<file path="src/rtl/tap_serializer_pkg.sv">
// Shared definitions for the tap serializer.
//   state_t    : serializer states (IDLE / STREAM / DONE)
//   TAP_W      : width of one tap entry
//   ELIG_MASK  : bits of an entry that must be non-zero for it to be emitted
//   is_eligible: basic eligibility test (value filter only, no dedup)
package tap_serializer_pkg;

  localparam int         TAP_W     = 8;
  localparam logic [2:0] ELIG_MASK = 3'b111;

  typedef enum logic [1:0] {
    IDLE   = 2'd0,
    STREAM = 2'd1,
    DONE   = 2'd2
  } state_t;

  function automatic logic is_eligible(input logic [TAP_W-1:0] value);
    return (value[2:0] & ELIG_MASK) != 3'b000;
  endfunction

endpackage

</file>
<file path="src/rtl/tap_serializer_last_scan.sv">
// tap_last_scan: combinational reduction telling whether any eligible entry
// remains strictly above the current pointer.
// Ports:
//   taps : latched tap vector, entry k at [(k+1)*TAP_W-1 -: TAP_W]
//   ptr  : current entry pointer
//   seen : per-value suppression mask indexed by entry[2:0]; bit 0 unused
//          (value 0 is never eligible). All-zero when dedup is disabled.
//   last : 1 when no eligible, unsuppressed entry exists above ptr
module tap_last_scan
  import tap_serializer_pkg::*;
#(
  parameter int NUM_OF_TAPS = 15,
  parameter int PTR_W       = 4
) (
  input  logic [NUM_OF_TAPS*TAP_W-1:0] taps,
  input  logic [PTR_W-1:0]             ptr,
  input  logic [7:0]                   seen,
  output logic                         last
);

  logic any_left;

  always_comb begin
    any_left = 1'b0;
    for (int k = 0; k < NUM_OF_TAPS; k++) begin
      if ((PTR_W'(k) > ptr) &&
          is_eligible(taps[k*TAP_W +: TAP_W]) &&
          !seen[taps[k*TAP_W +: 3]]) begin
        any_left = 1'b1;
      end
    end
  end

  assign last = ~any_left;

endmodule

</file>
<file path="src/rtl/tap_serializer.sv">
// tap_serializer: captures a vector of NUM_OF_TAPS 8-bit taps on load and
// streams the eligible ones (low 3 bits non-zero) out over a valid/ready
// handshake, one entry at a time in index order.
// Optional feature: define TAP_DEDUP_EN to suppress entries whose low 3-bit
// value has already been transferred since the last load.
// Ports:
//   clk, res      : clock, synchronous active-high reset
//   ena           : global enable, all state holds when low
//   taps_in, load : tap vector and capture request (honoured in IDLE/DONE)
//   tap_out, tap_idx, tap_last, tap_valid / tap_ready : output handshake
//   busy, done    : high in STREAM / DONE respectively
//   emit_cnt      : number of taps transferred since the last load
// SIZE is carried only for register-size consistency with neighbouring
// blocks and has no effect here.
module tap_serializer
  import tap_serializer_pkg::*;
#(
  parameter int NUM_OF_TAPS = 15,
  parameter int SIZE        = 32
) (
  input  logic                         clk,
  input  logic                         res,
  input  logic                         ena,
  input  logic [NUM_OF_TAPS*TAP_W-1:0] taps_in,
  input  logic                         load,
  output logic [TAP_W-1:0]             tap_out,
  output logic [7:0]                   tap_idx,
  output logic                         tap_valid,
  input  logic                         tap_ready,
  output logic                         tap_last,
  output logic                         busy,
  output logic                         done,
  output logic [7:0]                   emit_cnt
);

  localparam int              PTR_W    = $clog2(NUM_OF_TAPS + 1);
  localparam logic [PTR_W-1:0] LAST_PTR = PTR_W'(NUM_OF_TAPS - 1);
  localparam logic [PTR_W-1:0] END_PTR  = PTR_W'(NUM_OF_TAPS);

  state_t                       state_q, state_d;
  logic [NUM_OF_TAPS*TAP_W-1:0] taps_q;
  logic [PTR_W-1:0]             ptr;
  logic [TAP_W-1:0]             cur_tap;
  logic                         cur_ok;
  logic [7:0]                   scan_seen;
  logic                         scan_last;
  logic                         do_load, do_present, do_skip, do_xfer;

  // Mux out the entry at ptr; an out-of-range ptr reads as zero.
  always_comb begin
    cur_tap = '0;
    for (int k = 0; k < NUM_OF_TAPS; k++) begin
      if (PTR_W'(k) == ptr) cur_tap = taps_q[k*TAP_W +: TAP_W];
    end
  end

`ifdef TAP_DEDUP_EN
  logic [6:0] seen_q;
  logic [7:0] seen_ext;
  logic [7:0] seen_next;

  assign seen_ext  = {seen_q, 1'b0};
  assign seen_next = seen_ext | (8'b1 << tap_out[2:0]);
  assign cur_ok    = is_eligible(cur_tap) && !seen_ext[cur_tap[2:0]];
  // The entry being presented will be seen once it transfers, so later
  // repeats of its value cannot count as "remaining".
  assign scan_seen = seen_ext | (8'b1 << cur_tap[2:0]);

  // Seen-mask over values 1..7, cleared on load and marked on each transfer.
  always_ff @(posedge clk) begin
    if (res) begin
      seen_q <= '0;
    end else if (ena) begin
      if (do_load)      seen_q <= '0;
      else if (do_xfer) seen_q <= seen_next[7:1];
    end
  end
`else
  assign cur_ok    = is_eligible(cur_tap);
  assign scan_seen = 8'b0;
`endif

  tap_last_scan #(
    .NUM_OF_TAPS (NUM_OF_TAPS),
    .PTR_W       (PTR_W)
  ) u_last_scan (
    .taps (taps_q),
    .ptr  (ptr),
    .seen (scan_seen),
    .last (scan_last)
  );

  // State register.
  always_ff @(posedge clk) begin
    if (res)      state_q <= IDLE;
    else if (ena) state_q <= state_d;
  end

  // Next-state and datapath strobes. With no tap pending, each cycle either
  // presents the entry at ptr or skips it; a pending tap waits for ready.
  always_comb begin
    state_d    = state_q;
    do_load    = 1'b0;
    do_present = 1'b0;
    do_skip    = 1'b0;
    do_xfer    = 1'b0;
    if (ena) begin
      case (state_q)
        IDLE, DONE: begin
          if (load) begin
            do_load = 1'b1;
            state_d = STREAM;
          end
        end
        STREAM: begin
          if (tap_valid) begin
            if (tap_ready) begin
              do_xfer = 1'b1;
              if (tap_last) state_d = DONE;
            end
          end else if (ptr >= END_PTR) begin
            state_d = DONE;
          end else if (cur_ok) begin
            do_present = 1'b1;
          end else begin
            do_skip = 1'b1;
            if (ptr == LAST_PTR) state_d = DONE;
          end
        end
        default: state_d = IDLE;
      endcase
    end
  end

  // Datapath registers; strobes are already qualified by ena.
  always_ff @(posedge clk) begin
    if (res) begin
      taps_q    <= '0;
      ptr       <= '0;
      tap_out   <= '0;
      tap_idx   <= '0;
      tap_valid <= 1'b0;
      tap_last  <= 1'b0;
      emit_cnt  <= '0;
    end else begin
      if (do_load) begin
        taps_q    <= taps_in;
        ptr       <= '0;
        emit_cnt  <= '0;
        tap_valid <= 1'b0;
        tap_last  <= 1'b0;
      end
      if (do_present) begin
        tap_out   <= cur_tap;
        tap_idx   <= 8'(ptr);
        tap_valid <= 1'b1;
        tap_last  <= scan_last;
      end
      if (do_skip) begin
        ptr <= ptr + 1'b1;
      end
      if (do_xfer) begin
        tap_valid <= 1'b0;
        tap_last  <= 1'b0;
        ptr       <= ptr + 1'b1;
        emit_cnt  <= emit_cnt + 8'd1;
      end
    end
  end

  assign busy = (state_q == STREAM);
  assign done = (state_q == DONE);

endmodule

</file>
<file path="config.mk">
export PLATFORM = sky130hd
export DESIGN_NAME = tap_serializer
export DESIGN_NICKNAME = d
export VERILOG_FILES = /design/src/rtl/tap_serializer_pkg.sv /design/src/rtl/tap_serializer_last_scan.sv /design/src/rtl/tap_serializer.sv
export SDC_FILE = /design/constraint.sdc
export NUM_CORES = 1
export LEC_CHECK = 0
export ABC_AREA = 1
export CAP_MARGIN = 20
export CORE_MARGIN = 1.5
export CORE_UTILIZATION = 31
export DETAILED_ROUTE_END_ITERATION = 10
export GPL_TIMING_DRIVEN = 0
export SKIP_LAST_GASP = 1
export SLEW_MARGIN = 15
export SYNTH_ARGS = -nofsm -noshare
export SYNTH_HDL_FRONTEND = slang
export SYNTH_SLANG_ARGS = --single-unit
</file>
<file path="constraint.sdc">
create_clock -name clk -period 2.5 [get_ports clk]
set_input_delay 0.625 -clock clk [delete_from_list [all_inputs] [get_ports clk]]
set_output_delay 0.625 -clock clk [all_outputs]
set_load 0.02 [all_outputs]
</file>
==> impl_metrics.toml, run 1 <==
[routing]
detail_route.wl_per_cell_um = 15.1
remaining_drc_errors = 0
drt-pass1-iter-count = 8
drt-vias-per-instance = 4.75
dr_total_vias = 7278
dr.first_iter.drc_count = 461
route.final.wire_length_um = 23000
final_antenna_net_count = 0

[critical_path]
category_of_the_critical_setup_timing_path = "reg2reg"
timing.critical_path.to_type = "register"
path_max_fanout = 7
worst_setup_path_start_kind = "register"
worstPathRequired_ns = 2.83
cp.arrival_ns = 2.85

[synth]
synth_cell_type_count = 46
ys_ff_latch = 148
synth.yosys.warnings = 0
mappedNetlistArea_um2 = 7180
flip_flop_cell_with_the_highest_count_after_synthesis = "dfxtp_1"
postSynth.asyncResetShare_pct = 0
avgSynthCellArea_um2 = 6.93
postSynthCellCount = 1035
synth_enable_flop_cells = 0
seq_area_frac_synth_pct = 41.3

[run]
max_cap_viol_count = 0

[global_route]
grt_first_pass_wirelength_um = 36300
grt_util_all_layers_pct = 19.4
globalRoute.totalOverflow = 0
grt_pass1_vias = 6962
grt_antenna_before_repair = 0
grt_max_degree = 17

[finish]
final_net_count = 1363
final_util_pct = 44.9
mostFrequentLayoutCells = "o21ai_0, clkdlybuf4s50_1, nor2_1, dfxtp_1, nand2_1"
syn2layout_area_growth_pct = 42.2
fillers = 2345
post_route_cells_drive_above_1_share_pct = 14.5
ff_latch_area_um2 = 2970
multi_input_area_um2 = 3660
layout.cells.most_common = "o21ai_0"

[status]
status = "complete, but fails checks"
failed_checks = "setup timing"

[timing]
worst-slew-pin-transition_ns = 0.939
finalHoldViolCount = 0
layout_min_cycle_time_ns = 2.53
max-slew-margin-rel_pct = 37.4
clock.fmax_mhz = 396
setup-tns-final_ns = -0.108
number_of_max_slew_violations_in_the_final_report = 0
worst_clock_skew_ns = 0.00454
final_min_period_over_clock_period_pct = 101
final-setup-viol-count = 7
layout_setup_ws_ns = -0.0275
rsz_0062_raised_after_global_routing = "yes"

[clock_tree]
clk-insertion-delay-late_ns = 0.43
cts_hold_buffers = 0
max-clock-path-buffers = 2
clk_pin_slew_ns = 0.06
clock_tree.htree_level_count = 4
numCtsBuffers = 17
numClockSinks = 148
tritoncts_clock_tree = "yes"
clock-root-buffer = "clkbuf_16"

[die]
floorplan.die.height_um = 155
initial_utilization_pct = 31.6
io_pins = 153
floorplan.die_area_um2 = 24100
number_of_rows_created_at_floorplan = 55
fp.dieW_um = 155
core_area_um2 = 22700

[placed_design]
placement.setup.worst_slack_ns = -0.571
post-dp-hpwl_um = 17000
buffer_ports.inserted = 147
place.gp.congestion = 0.811

[power_and_ir_drop]
total_leakage_power_nw = 4.04
cell_area_power_density_nw_per_um2 = 630
totalPowerFinal_mw = 6.43
irDropWorstVdd_mv = 0.450

[min_path]
hold_class = "reg2reg"
==> layout make-up <==
cell class | count | share of cell area, %
inverters | 125 | 4.84
diodes | 1 | 0.0245
clock buffers | 22 | 4.84
flip-flops and latches | 148 | 29.1
multi-input cells | 703 | 35.8
well taps | 285 | 3.50
repair buffers | 178 | 17.1
clock inverters | 8 | 1.45
plain buffers | 61 | 3.30
==> stage by stage <==
stage | instances | cell area (µm²) | hold slack (ns)
finish | 1531 | 10200 | 0.448
global route | 1530 | 10200 | 0.469
CTS | 1529 | 10100 | 0.450
global placement | 1470 | 9020 | 0.433
detailed placement | 1470 | 9020 | 0.440
floorplan | 1038 | 7190 | 0.420
==> cell usage after synthesis, types with 2 or more instances <==
library cell | number | area share (%)
o21ai_2 | 2 | 0.24
buf_1 | 6 | 0.31
or2_2 | 3 | 0.26
dfxtp_1 | 148 | 41
nand2_4 | 2 | 0.31
nand3_1 | 40 | 2.8
a21oi_1 | 91 | 6.3
nor2_4 | 5 | 0.78
nand4_1 | 8 | 0.70
a211oi_1 | 2 | 0.21
a31oi_1 | 3 | 0.26
buf_2 | 5 | 0.35
o21ai_1 | 6 | 0.42
nor3_1 | 9 | 0.63
nor2_1 | 147 | 7.7
a221oi_1 | 2 | 0.24
nand2_1 | 154 | 8.1
inv_2 | 12 | 0.63
ha_1 | 4 | 0.70
o2111ai_1 | 2 | 0.24
nor2_2 | 5 | 0.44
a21oi_2 | 10 | 1.2
o21bai_1 | 2 | 0.21
clkbuf_1 | 41 | 2.1
o211ai_1 | 7 | 0.73
nand2_2 | 12 | 1.0
buf_4 | 5 | 0.52
o21ai_0 | 167 | 12
inv_1 | 111 | 5.8
nor2_8 | 4 | 1.1
inv_4 | 2 | 0.17
buf_6 | 4 | 0.63
==> final timing paths <==
kind / from / end / slack [ns] / cells past startpoint
min reg2reg: taps_q[30] / taps_q[30] / 0.45 / 2
max: ptr[1] / tap_out[6] / -0.03 / 21
max reg2reg: ptr[1] / tap_out[6] / -0.03 / 21
min: taps_q[30] / taps_q[30] / 0.45 / 2
==> state kept, by name, summed over array words and instances (netlist names) <==
register	flops
emit_cnt	8
ptr	4
state_q	2
tap_idx	4
tap_last	1
tap_out	8
tap_valid	1
taps_q	120
==> where the power goes <==
group	switching, mW	internal (mW)	total, mW
logic	0.579	0.463	1.04
registers	0.0742	2.52	2.59
clock network	1.00	1.79	2.79
==> logic make-up after synthesis <==
group | share of synthesized area (%)
AOI/OAI and AO/OA | 22.5
adders and majority gates | 0.697
buffers and inverters | 10.8
DFF | 41.3
other | 0.0523
and+or+nand+nor | 24.7
==> metal layers <==
metal  GRT usage, %  vias up  share of wire (%)
li1               -     3764                  -
met1           26.4     3324                 48
met2           31.0      174                 46
met3           4.79       16                5.8
met4           4.40        0               0.73
met5              0        -                  0
==> timing repair <==
action	4_1_cts	5_1_grt
setup endpoints to repair	20	53
resized for setup	77	21
pin swaps	33	32
buffers inserted	28	2
hold endpoints to repair	0	0
cloned	1	0
==> worst max-delay path: stages (launching register included) <==
cell     delay (ns)
dfxtp_4        0.40
inv_4          0.10
ha_4           0.19
inv_6          0.05
buf_4          0.14
nor2_4         0.20
inv_2          0.08
o21ai_1        0.14
inv_1          0.07
nand3_2        0.07
nand2_1        0.05
nand2_1        0.05
nand2_1        0.07
nand3_2        0.08
nand2_2        0.07
nand2_4        0.09
nor2_4         0.05
nand2_4        0.10
nand2_8        0.08
buf_12         0.16
o21ai_2        0.15
nor2_2         0.04
Note: power is estimated with default switching activity, not from simulation.
==> inputs of run 2 (changes only) <==
CAP_MARGIN = default   (was 20)
CORE_UTILIZATION = 46   (was 31)
PLACE_DENSITY = 0.76   (was default)
==> impl_metrics.toml, run 2 (synthesis results as in run 1) <==
[finish]
reg_with_most_ffs = "taps_q"
mostFrequentLayoutCells = "o21ai_0, clkdlybuf4s50_1, nor2_1, dfxtp_1, nand2_1"
final_net_count = 1350
reg_top3 = "taps_q: 120 flops, emit_cnt: 8 flops, tap_out: 8 flops"
diodes = 0
layout.cells.non_filler = 1421
final_util_pct = 64.8
syn2layout_area_growth_pct = 37.3
final_cell_area_um2 = 9850
number_of_flip_flops_in_the_largest_register = 120
layout.cells.most_common = "o21ai_0"
post_route_cells_drive_above_1_share_pct = 12.5
fillers = 1357

[timing]
layout_min_cycle_time_ns = 2.61
final-setup-viol-count = 20
finalHoldViolCount = 0
number_of_max_slew_violations_in_the_final_report = 0
max-slew-margin-rel_pct = 41.8
worst-slew-pin-transition_ns = 0.873
layout_setup_ws_ns = -0.110
worst_clock_skew_ns = 0.00823
rsz_0062_raised_after_global_routing = "yes"
final_min_period_over_clock_period_pct = 104
clock.fmax_mhz = 383

[routing]
drt-vias-per-instance = 5.22
remaining_drc_errors = 0
dr_total_vias = 7424
final_antenna_net_count = 0
drt-pass1-iter-count = 5
detail_route.wl_per_cell_um = 15.0
dr.first_iter.drc_count = 635
route.final.wire_length_um = 21300

[global_route]
grt_antenna_before_repair = 0
grtUsageMet2_pct = 43.6
gr-usage-met3_pct = 6.30
grt-busiest-layer = "met2"
grt_pass1_vias = 6991
grt_first_pass_wirelength_um = 33800
globalRoute.totalOverflow = 0
grt_use_met1_pct = 34.1
grt_util_all_layers_pct = 26.4
grt_max_degree = 17

[clock_tree]
clk_pin_slew_ns = 0.06
numClockSinks = 148
clock-root-buffer = "clkbuf_16"
cts_hold_buffers = 0
numCtsBuffers = 17
clk-insertion-delay-late_ns = 0.43
clock_tree.htree_level_count = 4
max-clock-path-buffers = 2
tritoncts_clock_tree = "yes"

[die]
io_pins = 153
floorplan.die.height_um = 128
initial_utilization_pct = 47.2
floorplan.die_area_um2 = 16400
core_area_um2 = 15200
fp.dieW_um = 128
number_of_rows_created_at_floorplan = 45

[critical_path]
setup.reg_to_reg.worst_slack_ns = -0.11
worstPathRequired_ns = 2.82
timing.critical_path.to_type = "register"
cp.arrival_ns = 2.93
path_max_fanout = 6
category_of_the_critical_setup_timing_path = "reg2reg"
worst_setup_path_start_kind = "register"

[status]
status = "complete, but fails checks"
failed_checks = "setup timing"

[placed_design]
post-dp-hpwl_um = 15300
place.gp.congestion = 0.907
placed_cells = 1373
buffer_ports.inserted = 147
post_dp_cell_area_um2 = 8890

[power_and_ir_drop]
cell_area_power_density_nw_per_um2 = 613
total_leakage_power_nw = 3.92
irDropWorstVdd_mv = 0.493

[min_path]
hold_class = "reg2reg"

[run]
max_cap_viol_count = 0
## run 2: layer usage
layer | vias to the layer above | part of all wire (%)
met1 | 3368 | 44
met4 | 0 | 2.3
met2 | 261 | 46
met3 | 47 | 7.3
li1 | 3748 | -
met5 | - | 0
## run 2: critical path, cell delays in order, from the launching register on
cell	delay, ns
dfxtp_4	0.38
inv_8	0.09
ha_4	0.20
nand3_1	0.09
nand2_1	0.09
nand2_1	0.07
nand2_1	0.08
nand2_2	0.05
nand4_1	0.07
nand2_1	0.07
nand2_1	0.07
nand2_1	0.07
nand3_1	0.08
nand2_1	0.07
nand2_1	0.06
nand2_1	0.07
nand2_1	0.06
nand2_1	0.07
nand2_2	0.14
nand2_4	0.09
nand2_4	0.11
nand2_8	0.08
buf_12	0.17
o21ai_4	0.13
nor2_2	0.04
## run 2: area by class of cell
type,count,area [µm²],area share (%)
Tap cell,188,235,2.39
Sequential cell,148,2970,30.2
Inverter,125,497,5.04
Timing Repair Buffer,164,1630,16.5
Multi-Input combinational cell,703,3620,36.7
Clock buffer,22,484,4.91
Clock inverter,9,78.8,0.800
Buffer,62,343,3.48
## run 2: worst paths after layout
path	startpoint	endpoint	depth (start not counted)
hold reg to reg	taps_q[30]	taps_q[30]	2
setup / recovery	ptr[0]	tap_out[6]	24
hold / removal	taps_q[30]	taps_q[30]	2
setup reg to reg	ptr[0]	tap_out[6]	24
## run 2: through the flow
stage / power [mW] / setup TNS (ns) / hold slack, ns / setup WS (ns)
floorplan: 3.15 / 0 / 0.420 / 0.0152
global placement: 3.55 / -24.91 / 0.432 / -0.508
detailed placement: 3.56 / -27.77 / 0.439 / -0.522
CTS: 6.01 / -0.359 / 0.448 / -0.0516
global route: 6.29 / -4.90 / 0.470 / -0.287
finish: 6.04 / -1.15 / 0.452 / -0.110
## run 2: power breakdown
part / total (mW) / leakage (nW) / switching, mW / internal (mW)
logic: 1.01 / 2.42 / 0.566 / 0.441
registers: 2.59 / 1.22 / 0.0761 / 2.52
clock network: 2.44 / 0.278 / 0.985 / 1.46
## run 2: repair_timing
item,in CTS,in global routing
gates resized for setup,38,36
gates cloned,0,1
buffers inserted,7,9
endpoints found under the setup margin,20,27
pin swaps,4,22
==> inputs of run 3 (changes only) <==
CORE_UTILIZATION = 55   (was 46)
PLACE_DENSITY = 0.85   (was 0.76)
clock period = 3.1 ns   (was 2.5 ns; I/O delays follow)
==> impl_metrics.toml, run 3 (synthesis results as in run 1) <==
[status]
status = "finished clean"

[critical_path]
cp.arrival_ns = 3.23
worstPathRequired_ns = 3.46
worst-path-buf-inv = 5
worst_setup_path_start_kind = "register"
category_of_the_critical_setup_timing_path = "reg2reg"
path_max_fanout = 10
path_cells = "inv_2, ha_1, inv_2, nor2_8, inv_2, o21ai_1, inv_1, nand2_1, nand2_1, nand2_1, nand2_1, nand3_1, nand2_1, nand2_1, nand2_1, nand3_1, nand2_1, nand2_1, nor2_4, nand2_4, buf_2, nand3_1, a21oi_2"
timing.critical_path.to_type = "register"
critPathTopFamily = "simple AND/OR/NAND/NOR gates"
timing.critical_path.slowest_stage_cell = "dfxtp_2"
slowest_delay_ns = 0.36
cp_common_cell = "nand2_1"

[clock_tree]
clk_pin_slew_ns = 0.06
tritoncts_clock_tree = "yes"
clk-insertion-delay-late_ns = 0.43
max-clock-path-buffers = 2
cts_hold_buffers = 0
clock-root-buffer = "clkbuf_16"
numClockSinks = 148
cts_setup_buffers = 0
clock_tree.htree_level_count = 4
numCtsBuffers = 17

[placed_design]
buffer_ports.inserted = 147
placed_cells = 1357
place.gp.congestion = 0.893
post-dp-hpwl_um = 15100

[routing]
dr_total_vias = 7535
route.final.wire_length_um = 21100
drt-vias-per-instance = 5.43
final_antenna_net_count = 0
dr.first_iter.drc_count = 689
drt-pass1-iter-count = 6
detail_route.wl_per_cell_um = 15.2
remaining_drc_errors = 0

[finish]
mostFrequentLayoutCells = "o21ai_0, nand2_1, clkdlybuf4s50_1"
reg_with_most_ffs = "taps_q"
diodes = 0
number_of_flip_flops_in_the_largest_register = 120
post_route_cells_drive_above_1_share_pct = 8.96
final_util_pct = 74.6
layout.cells.non_filler = 1388
layout.cells.most_common = "o21ai_0"
final_net_count = 1333
syn2layout_area_growth_pct = 31.8
reg_top3 = "taps_q: 120 flops, emit_cnt: 8 flops, tap_out: 8 flops"

[timing]
number_of_max_slew_violations_in_the_final_report = 0
setup-tns-final_ns = 0
final_min_period_over_clock_period_pct = 92.6
worst_clock_skew_ns = 0.00675
layout_min_cycle_time_ns = 2.87
clock.fmax_mhz = 348
final-setup-viol-count = 0
hold-worst-slack_ns = 0.441
finalHoldViolCount = 0
rsz_0062_raised_after_global_routing = "no"
worst-slew-pin-transition_ns = 0.912
max-slew-margin-rel_pct = 39.1

[global_route]
grt_first_pass_wirelength_um = 33200
grt_pass1_vias = 6900
grt_util_all_layers_pct = 31.4
grt_antenna_before_repair = 0
grt_max_degree = 17
globalRoute.totalOverflow = 0

[die]
initial_utilization_pct = 56.6
floorplan.die.height_um = 117
core_area_um2 = 12700
fp.dieW_um = 117
number_of_rows_created_at_floorplan = 41
floorplan.die_area_um2 = 13700
io_pins = 153

[run]
max_cap_viol_count = 0

[power_and_ir_drop]
cell_area_power_density_nw_per_um2 = 514
total_leakage_power_nw = 3.77
irDropWorstVdd_mv = 0.307

[min_path]
hold_class = "reg2reg"
[run 3: changes by cell type in the layout (fill, tap and decap cells not counted), moves of 5 or more]
cell / change
o21ai_0: +5
nand2_1: +10
nand2_4: -5
inv_2: +5
buf_4: -16
[run 3: final timing paths]
path                                  from         end  slack [ns]  cells after the start
worst max register to register      ptr[0]  tap_out[2]        0.23                     23
worst min-delay path            taps_q[30]  taps_q[30]        0.44                      2
worst min register to register  taps_q[30]  taps_q[30]        0.44                      2
worst max-delay path                ptr[0]  tap_out[2]        0.23                     23
[run 3: report_power, final]
group	leakage (nW)	switching [mW]	internal, mW
combinational	2.27	0.438	0.327
sequential	1.22	0.0608	2.03
clock	0.286	0.761	1.25
total	3.77	1.26	3.60
[run 3: cell type report]
cell class	instances	area [µm²]
Timing Repair Buffer	147	1470
Fill cell	1023	3210
Tap cell	172	215
Buffer	62	299
Sequential cell	148	2970
Inverter	125	474
Clock buffer	28	537
Clock inverter	3	40.0
Multi-Input combinational cell	703	3450
[run 3: worst min-delay path, cell delays in order, from the launching register on]
cell and delay (ns):
dfxtp_1 0.30, inv_1 0.04, a21oi_1 0.05
[run 3: what timing repair did]
action	in CTS	in global routing
resized for setup	0	5
endpoints found under the setup margin	0	20
hold endpoints to repair	0	0
[run 3: layer usage]
| metal | wire length (µm) | part of all wire, % | track usage [%] | vias up |
|---|---|---|---|---|
| met2 | 9740 | 46 | 50.5 | 331 |
| met5 | 0 | 0 | 0 | - |
| met1 | 9100 | 43 | 40.6 | 3447 |
| met3 | 1650 | 7.8 | 7.47 | 58 |
| met4 | 623 | 3.0 | 12.8 | 0 |
| li1 | - | - | - | 3699 |
[run 3: per-stage QoR]
| step | instance area, µm² | power (mW) | worst slack, ns |
|---|---|---|---|
| finish | 9460 | 4.86 | 0.228 |
| global route | 9460 | 5.04 | 0.0314 |
| floorplan | 7190 | 2.54 | 0.615 |
| detailed placement | 8870 | 2.87 | 0.0989 |
| global placement | 8870 | 2.85 | 0.147 |
| CTS | 9450 | 4.84 | 0.0552 |
